### config.mk
export PLATFORM = sky130hd
export DESIGN_NAME = latch_readback
export DESIGN_NICKNAME = d
export VERILOG_FILES = /design/src/rtl/latch_pkg.sv /design/src/rtl/latch_readback.sv
export SDC_FILE = /design/constraint.sdc
export NUM_CORES = 1
export LEC_CHECK = 0
export ABC_AREA = 1
export CORE_MARGIN = 4
export CORE_UTILIZATION = 25
export CTS_BUF_LIST = sky130_fd_sc_hd__clkbuf_4 sky130_fd_sc_hd__clkbuf_8
export CTS_CLUSTER_DIAMETER = 30
export DETAILED_ROUTE_END_ITERATION = 10
export SYNTH_ARGS = -nofsm -noshare
export SYNTH_HDL_FRONTEND = slang
export SYNTH_SLANG_ARGS = --single-unit
### constraint.sdc
create_clock -name clk -period 1.88 [get_ports clk]
set_clock_uncertainty 0.15 [all_clocks]
set_input_delay 0.376 -clock clk [delete_from_list [all_inputs] [get_ports clk]]
set_output_delay 0.376 -clock clk [all_outputs]
set_load 0.03 [all_outputs]
### src/rtl/latch_pkg.sv
// ============================================================================
// latch_pkg: register offsets and readback FSM encoding shared by the
// config latch write and readback paths.
// Revision: 1.0
// ============================================================================
`default_nettype none

package latch_pkg;

    localparam logic [5:0] ADDR_DATA_LO = 6'h08;
    localparam logic [5:0] ADDR_DATA_HI = 6'h0C;
    localparam logic [5:0] ADDR_RB_CMD  = 6'h10;

    typedef enum logic [1:0] {
        ST_IDLE   = 2'b00,
        ST_SELECT = 2'b01,
        ST_SETTLE = 2'b10,
        ST_DONE   = 2'b11
    } rb_state_e;

    function automatic int idx_bits(input int num_regs);
        return (num_regs > 16) ? 5 : ((num_regs > 8) ? 4 : 3);
    endfunction

endpackage

`default_nettype wire

### src/rtl/latch_readback.sv
// ============================================================================
// latch_readback: selects one config latch, waits for the shared read bus to
// settle, captures 48 bits and serves them over a small CPU register window.
// Optional macro LATCH_READBACK_SCAN_EN: reading the high word auto-advances.
// Revision: 1.0
// ============================================================================
`default_nettype none

module latch_readback
    import latch_pkg::*;
#(
    parameter int NUM_REGS = 8
) (
    input  logic                clk,
    input  logic                rst_n,
    input  logic                write_req,
    input  logic                read_req,
    input  logic [5:0]          address,
    input  logic [31:0]         data_in,
    output logic [31:0]         data_out,
    input  logic [47:0]         latch_rdata,
    output logic [NUM_REGS-1:0] latch_sel,
    output logic                busy
);

    localparam int IDX_BITS = idx_bits(NUM_REGS);

    rb_state_e           state;
    rb_state_e           state_nxt;
    logic [IDX_BITS-1:0] index;
    logic [47:0]         buffer;
    logic                valid;
    logic                err;
    logic                scan_pend;
    logic                cmd_hit;
    logic                accept;
    logic                reject;
    logic                start;
    logic                sel_active;
    logic [31:0]         rd_mux;

    // Range is judged on the full write value so large indices are not
    // silently aliased onto a valid latch by truncation.
    assign cmd_hit    = write_req && (address == ADDR_RB_CMD) && (state == ST_IDLE) && !scan_pend;
    assign accept     = cmd_hit && (data_in < 32'(NUM_REGS));
    assign reject     = cmd_hit && !(data_in < 32'(NUM_REGS));
    assign start      = accept || scan_pend;
    assign busy       = (state != ST_IDLE);
    assign sel_active = (state == ST_SELECT) || (state == ST_SETTLE);

    always_ff @(posedge clk) begin
        if (!rst_n) begin
            state <= ST_IDLE;
        end else begin
            state <= state_nxt;
        end
    end

    always_comb begin
        state_nxt = state;
        case (state)
            ST_IDLE:   if (start) state_nxt = ST_SELECT;
            ST_SELECT: state_nxt = ST_SETTLE;
            ST_SETTLE: state_nxt = ST_DONE;
            ST_DONE:   state_nxt = ST_IDLE;
            default:   state_nxt = ST_IDLE;
        endcase
    end

    always_comb begin
        latch_sel = '0;
        for (int i = 0; i < NUM_REGS; i++) begin
            latch_sel[i] = sel_active && (index == IDX_BITS'(i));
        end
    end

    always_comb begin
        rd_mux = 32'h0;
        case (address)
            ADDR_DATA_LO: rd_mux = buffer[31:0];
            ADDR_DATA_HI: rd_mux = {16'h0, buffer[47:32]};
            ADDR_RB_CMD:  rd_mux = {busy, valid, err, 24'h0, 5'(index)};
            default:      rd_mux = 32'h0;
        endcase
    end

`ifdef LATCH_READBACK_SCAN_EN
    logic scan_hit;
    assign scan_hit = read_req && (address == ADDR_DATA_HI) && (state == ST_IDLE)
                      && valid && !cmd_hit && !scan_pend;
`else
    assign scan_pend = 1'b0;
`endif

    always_ff @(posedge clk) begin
        if (!rst_n) begin
            index    <= '0;
            buffer   <= '0;
            valid    <= 1'b0;
            err      <= 1'b0;
            data_out <= 32'h0;
        end else begin
            if (accept) begin
                index <= data_in[IDX_BITS-1:0];
                err   <= 1'b0;
                valid <= 1'b0;
            end else if (reject) begin
                err   <= 1'b1;
                valid <= 1'b0;
            end
`ifdef LATCH_READBACK_SCAN_EN
            // The auto-started sequence behaves like a fresh accept.
            if (scan_hit) begin
                index <= (index == IDX_BITS'(NUM_REGS - 1)) ? '0 : index + IDX_BITS'(1);
            end else if (scan_pend) begin
                err   <= 1'b0;
                valid <= 1'b0;
            end
`endif
            if (state == ST_SETTLE) begin
                buffer <= latch_rdata;
                valid  <= 1'b1;
            end
            if (read_req) begin
                data_out <= rd_mux;
            end
        end
    end

`ifdef LATCH_READBACK_SCAN_EN
    always_ff @(posedge clk) begin
        if (!rst_n) begin
            scan_pend <= 1'b0;
        end else begin
            scan_pend <= scan_hit;
        end
    end
`endif

endmodule

`default_nettype wire

### After elaboration in Yosys (flattened, before gate mapping)

Cells that the tools add are included.

| word-level totals | value |
|---|---|
| register bits after elaboration | 87 |
| bits in latches | 0 |
| memory bits (writable) | 0 |
| ROM bits | 0 |
| input bits | 90 |
| output and inout bits | 41 |
| word-level logic and storage cells | 47 |
| memories | 0 |

| cells by class | value |
|---|---|
| add/sub/neg operators | 0 |
| multipliers | 0 |
| divide/modulo/power cells | 0 |
| $lt $le $gt $ge | 1 |
| eq/ne operators | 14 |
| shift-type cells | 0 |
| multiplexer cells | 6 |
| bitwise operators | 1 |
| reductions and logical operators | 19 |

Operator list:

| operator | count |
|---|---|
| $pmux W32 S3 | 1 |
| $lt A32 B4 Y1 const B | 1 |
| $eq A3 B3 Y1 const B | 4 |
| $eq A6 B4 Y1 const B | 2 |
| $logic_and A1 B1 Y1 | 12 |
| $pmux W2 S4 | 1 |
| $eq A3 B2 Y1 const B | 2 |
| $eq A6 B5 Y1 const B | 1 |
| $eq A2 B2 Y1 const B | 2 |
| $eq A3 B1 Y1 const B | 1 |
| $logic_not A3 Y1 | 1 |
| $mux W1 | 3 |
| $reduce_bool A3 Y1 | 1 |
| $eq A2 B1 Y1 const B | 1 |
| $logic_not A2 Y1 | 1 |
| $mux W2 | 1 |
| $ne A2 B2 Y1 const B | 1 |
| $reduce_bool A2 Y1 | 1 |
| $reduce_or A2 Y1 | 1 |
| $logic_not A1 Y1 | 1 |
| $logic_or A1 B1 Y1 | 1 |
| $not A1 Y1 | 1 |

### Depth between registers and ports, before layout

| depth | value |
|---|---|
| depth after elaboration | 7 |
| mapped depth | 9 |
| gate-level depth less buffers | 9 |

### Worst setup path before layout

Ideal clock, no wire load.

| timing | value |
|---|---|
| kind | reg2out |
| start | register state[1] |
| end | output port latch_sel[4] |
| arrival time | 1.181 ns |
| data required time | 1.354 ns |
| setup slack | 0.173 ns |
| cell stages (with the launch flop) | 5 |
| buffers on the path | 0 |
| cells stage by stage | dfxtp_1 -> inv_1 -> ha_1 -> nand2_1 -> nor2_1 |

| on the way | value |
|---|---|
| word-level cells in the longest chain between the ends | 3 |
| elaborated cells on any way between the ends | 4 |
| classes of those cells | eq/ne: 2; reduce/logical: 2 |

RTL lines:

| what | RTL line | RTL |
|---|---|---|
| start, declared | latch_readback.sv:28 | `rb_state_e state;` |
| start signal, assigned | latch_readback.sv:55 | `state <= state_nxt;` |
| $eq A2 B1 Y1 / $eq A2 B2 Y1 (equally long branches) | latch_readback.sv:49 | `assign sel_active = (state == ST_SELECT) \|\| (state == ST_SETTLE);` |
| $logic_or A1 B1 Y1 (*) | latch_readback.sv:49 |  |
| $logic_and A1 B1 Y1 (*) | latch_readback.sv:73 | `latch_sel[i] = sel_active && (index == IDX_BITS'(i));` |
| end, declared | latch_readback.sv:22 | `output logic [NUM_REGS-1:0] latch_sel,` |

Mark *: on every way between the ends. The rest lies on a longest branch, timed or not.

### Worst setup path after layout

| timing | value |
|---|---|
| start | register state[1] |
| end | output port latch_sel[3] |

The elaborated chain is that of the path after synthesis.

==> impl_metrics.tcl <==
set metrics [dict create \
    status "finished, violations left" \
    violations "negative setup slack" \
    area_delta_synth_final_pct 51.1 \
    track_usage_pct 13.0 \
    overflow 0 \
    muxShareOfSynthArea_pct 0 \
    worst_pin_slew_ns 0.349 \
    p_per_area_mw_per_mm2 1070 \
    crit_fanout 4 \
    final_cell_area_mm2 0.00549 \
    avgRoutedWirePerCell_um 13.6 \
    fp.coreArea_mm2 0.0140 \
    die_h_um 129 \
    drive_gt1_share_pct 13.4 \
    dr_total_vias 3533 \
    yosys.area_share.simple_pct 17.7 \
    synth_xor_area_share_pct 0 \
    ant_nets 0 \
    drt_first_pass_iters 4 \
    drv_cap 0 \
    synth_area_per_cell_um2 7.62 \
    cp.arrival_ns 1.40 \
    clock-sinks 87 \
    cts_htree_levels 3 \
    die_area_mm2 0.0165 \
    drt_iter0_drc 108 \
    synth_edf_count 0 \
    drcViolationCount 0 \
    synth.area.top_cells "dfxtp_1 48%, a21oi_1 10%, o21ai_0 9.1%" \
    vdd_drop_max_uv 426 \
    post-place-ws_ns -0.118 \
    hpwl_mm 8.12 \
    yosysUniqueCellTypes 23 \
    grt_max_degree 44 \
    cts_made_buffers 9 \
    yosysTopAreaCell "dfxtp_1" \
    synth_top_area_share_pct 47.9 \
    hold_ws_ns 0.302 \
    synth-seq-cells 87 \
    cp.required_ns 1.35 \
    rows 43 \
    final_cell_mix "88 x clkdlybuf4s50_1, 85 x dfxtp_1, 73 x a21oi_1" \
    finalWorstSetupSlack_ns -0.0490 \
    placedCellCount 773 \
    layout_commonest_cell "clkdlybuf4s50_1" \
    port_buffers 130 \
    syn_inst 477 \
    cts_max_path_buffers 2 \
    rsz0062_at_grt "yes" \
    ys_seq_area_share_pct 47.9 \
    clk_pin_slew_ns 0.09 \
    routabilityCongestion 0.811 \
    finalSetupViolCount 7 \
    tritoncts "yes" \
    layout_min_cycle_time_ns 1.93 \
    die_w_um 129 \
    cp-start-kind "flop" \
    fin_nets 699 \
    syn-cell-area_mm2 0.00363 \
    slew_viol_final 0 \
    criticalPathCategory "flop to output port" \
    grt_antenna_before_repair 0 \
    drt-total-wl_mm 10.8 \
    antenna_cells 0 \
    hp-class "flop to flop" \
    ys.flop_type "dfxtp_1" \
    setup_tns_ns -0.210 \
    max_freq_ghz 0.518 \
    cts-root-buf "clkbuf_8" \
    reg2reg_depth 7 \
    synth_top_family_by_area "compound AO/OA/AOI/OAI gates" \
    slew-limit-headroom_pct 76.8 \
    period_share_pct 103 \
    instances_no_fill 792 \
    grt_pass1_vias 3627 \
    start_util_pct 25.9 \
    synth_nets 569 \
    io_pins 131 \
    hold_depth 2 \
    hold_violations 0 \
    clk_latency_ns 0.36 \
    p_leak_nw 2.14 \
    placed_cell_area_mm2 0.00516 \
    yosys_warnings 0 \
    synth_compound_area_share_pct 24.2 \
    synthArstFlopShare_pct 0 \
    grt_pass1_wl_mm 17.2 \
    avgViaCountPerCell 4.46 \
    yosys.area_share.adder_pct 0.689 \
    end_kind "output port" \
]
-- worst max-delay path, cell delays in order, from the launching register on --
cell and delay [ns]:
dfxtp_2 0.35, inv_2 0.05, ha_4 0.30, nand2_4 0.09, nor2_2 0.12, buf_6 0.14
-- worst paths after layout --
kind / startpoint / to / slack, ns
max: state[1] / latch_sel[3] / -0.05
max reg2reg: state[0] / buffer[15] / 0.22
min: buffer[27] / data_out[27] / 0.30
min reg2reg: buffer[27] / data_out[27] / 0.30
-- per-layer routing --
layer  routed length, µm  GRT usage [%]
met3                 887           5.15
met5                   0              0
met1                4760           15.1
met2                4980           21.9
met4                 157           4.14
-- report_power, final --
group          switching [mW]  leakage [nW]  internal [mW]
Combinational            1.12          1.30          0.795
Clock                   0.662         0.130          0.956
Sequential              0.125         0.711           2.25
-- Yosys cell counts (2+ instances only) --
cell,n
nor2_2,2
nor2_1,63
clkbuf_1,16
nand3_1,4
nand3_2,3
buf_2,8
o21ai_0,66
nand2_1,73
inv_1,51
nor2_4,3
buf_1,2
o22ai_2,12
o22ai_1,4
ha_1,2
buf_6,2
dfxtp_1,87
a21oi_1,73
-- layout make-up --
cell class	count	area, µm²
fillers	1434	8550
flip-flops and latches	87	1740
multi-input cells	309	1610
repair buffers	148	1460
well taps	180	225
inverters	52	195
clock buffers	11	151
clock inverters	5	104
-- through the flow --
step	power, mW	utilization (%)
finish	5.90	39.1
global route	6.29	39.1
CTS	5.96	39.0
detailed placement	4.14	36.7
global placement	4.07	36.7
floorplan	3.47	-
-- cells by family after synthesis --
| logic type | count (synthesis) |
|---|---|
| buf+inv | 81 |
| compound gates | 156 |
| simple gates | 151 |
| fa+ha+maj | 2 |
| flops | 87 |
-- timing repair --
| action | in CTS | in global routing |
|---|---|---|
| hold buffers | 0 | 0 |
| gates resized for setup | 55 | 4 |
| pin swaps | 9 | 3 |
| setup endpoints to repair | 41 | 8 |
| hold endpoints to repair | 0 | 0 |
| buffers inserted | 3 | 0 |
-- sequential cells by signal, indices dropped and copies added, names as in the netlist --
register	flops
buffer	48
data_out	32
index	3
state	2
err	1
valid	1
Note: power is estimated with default switching activity, not from simulation.
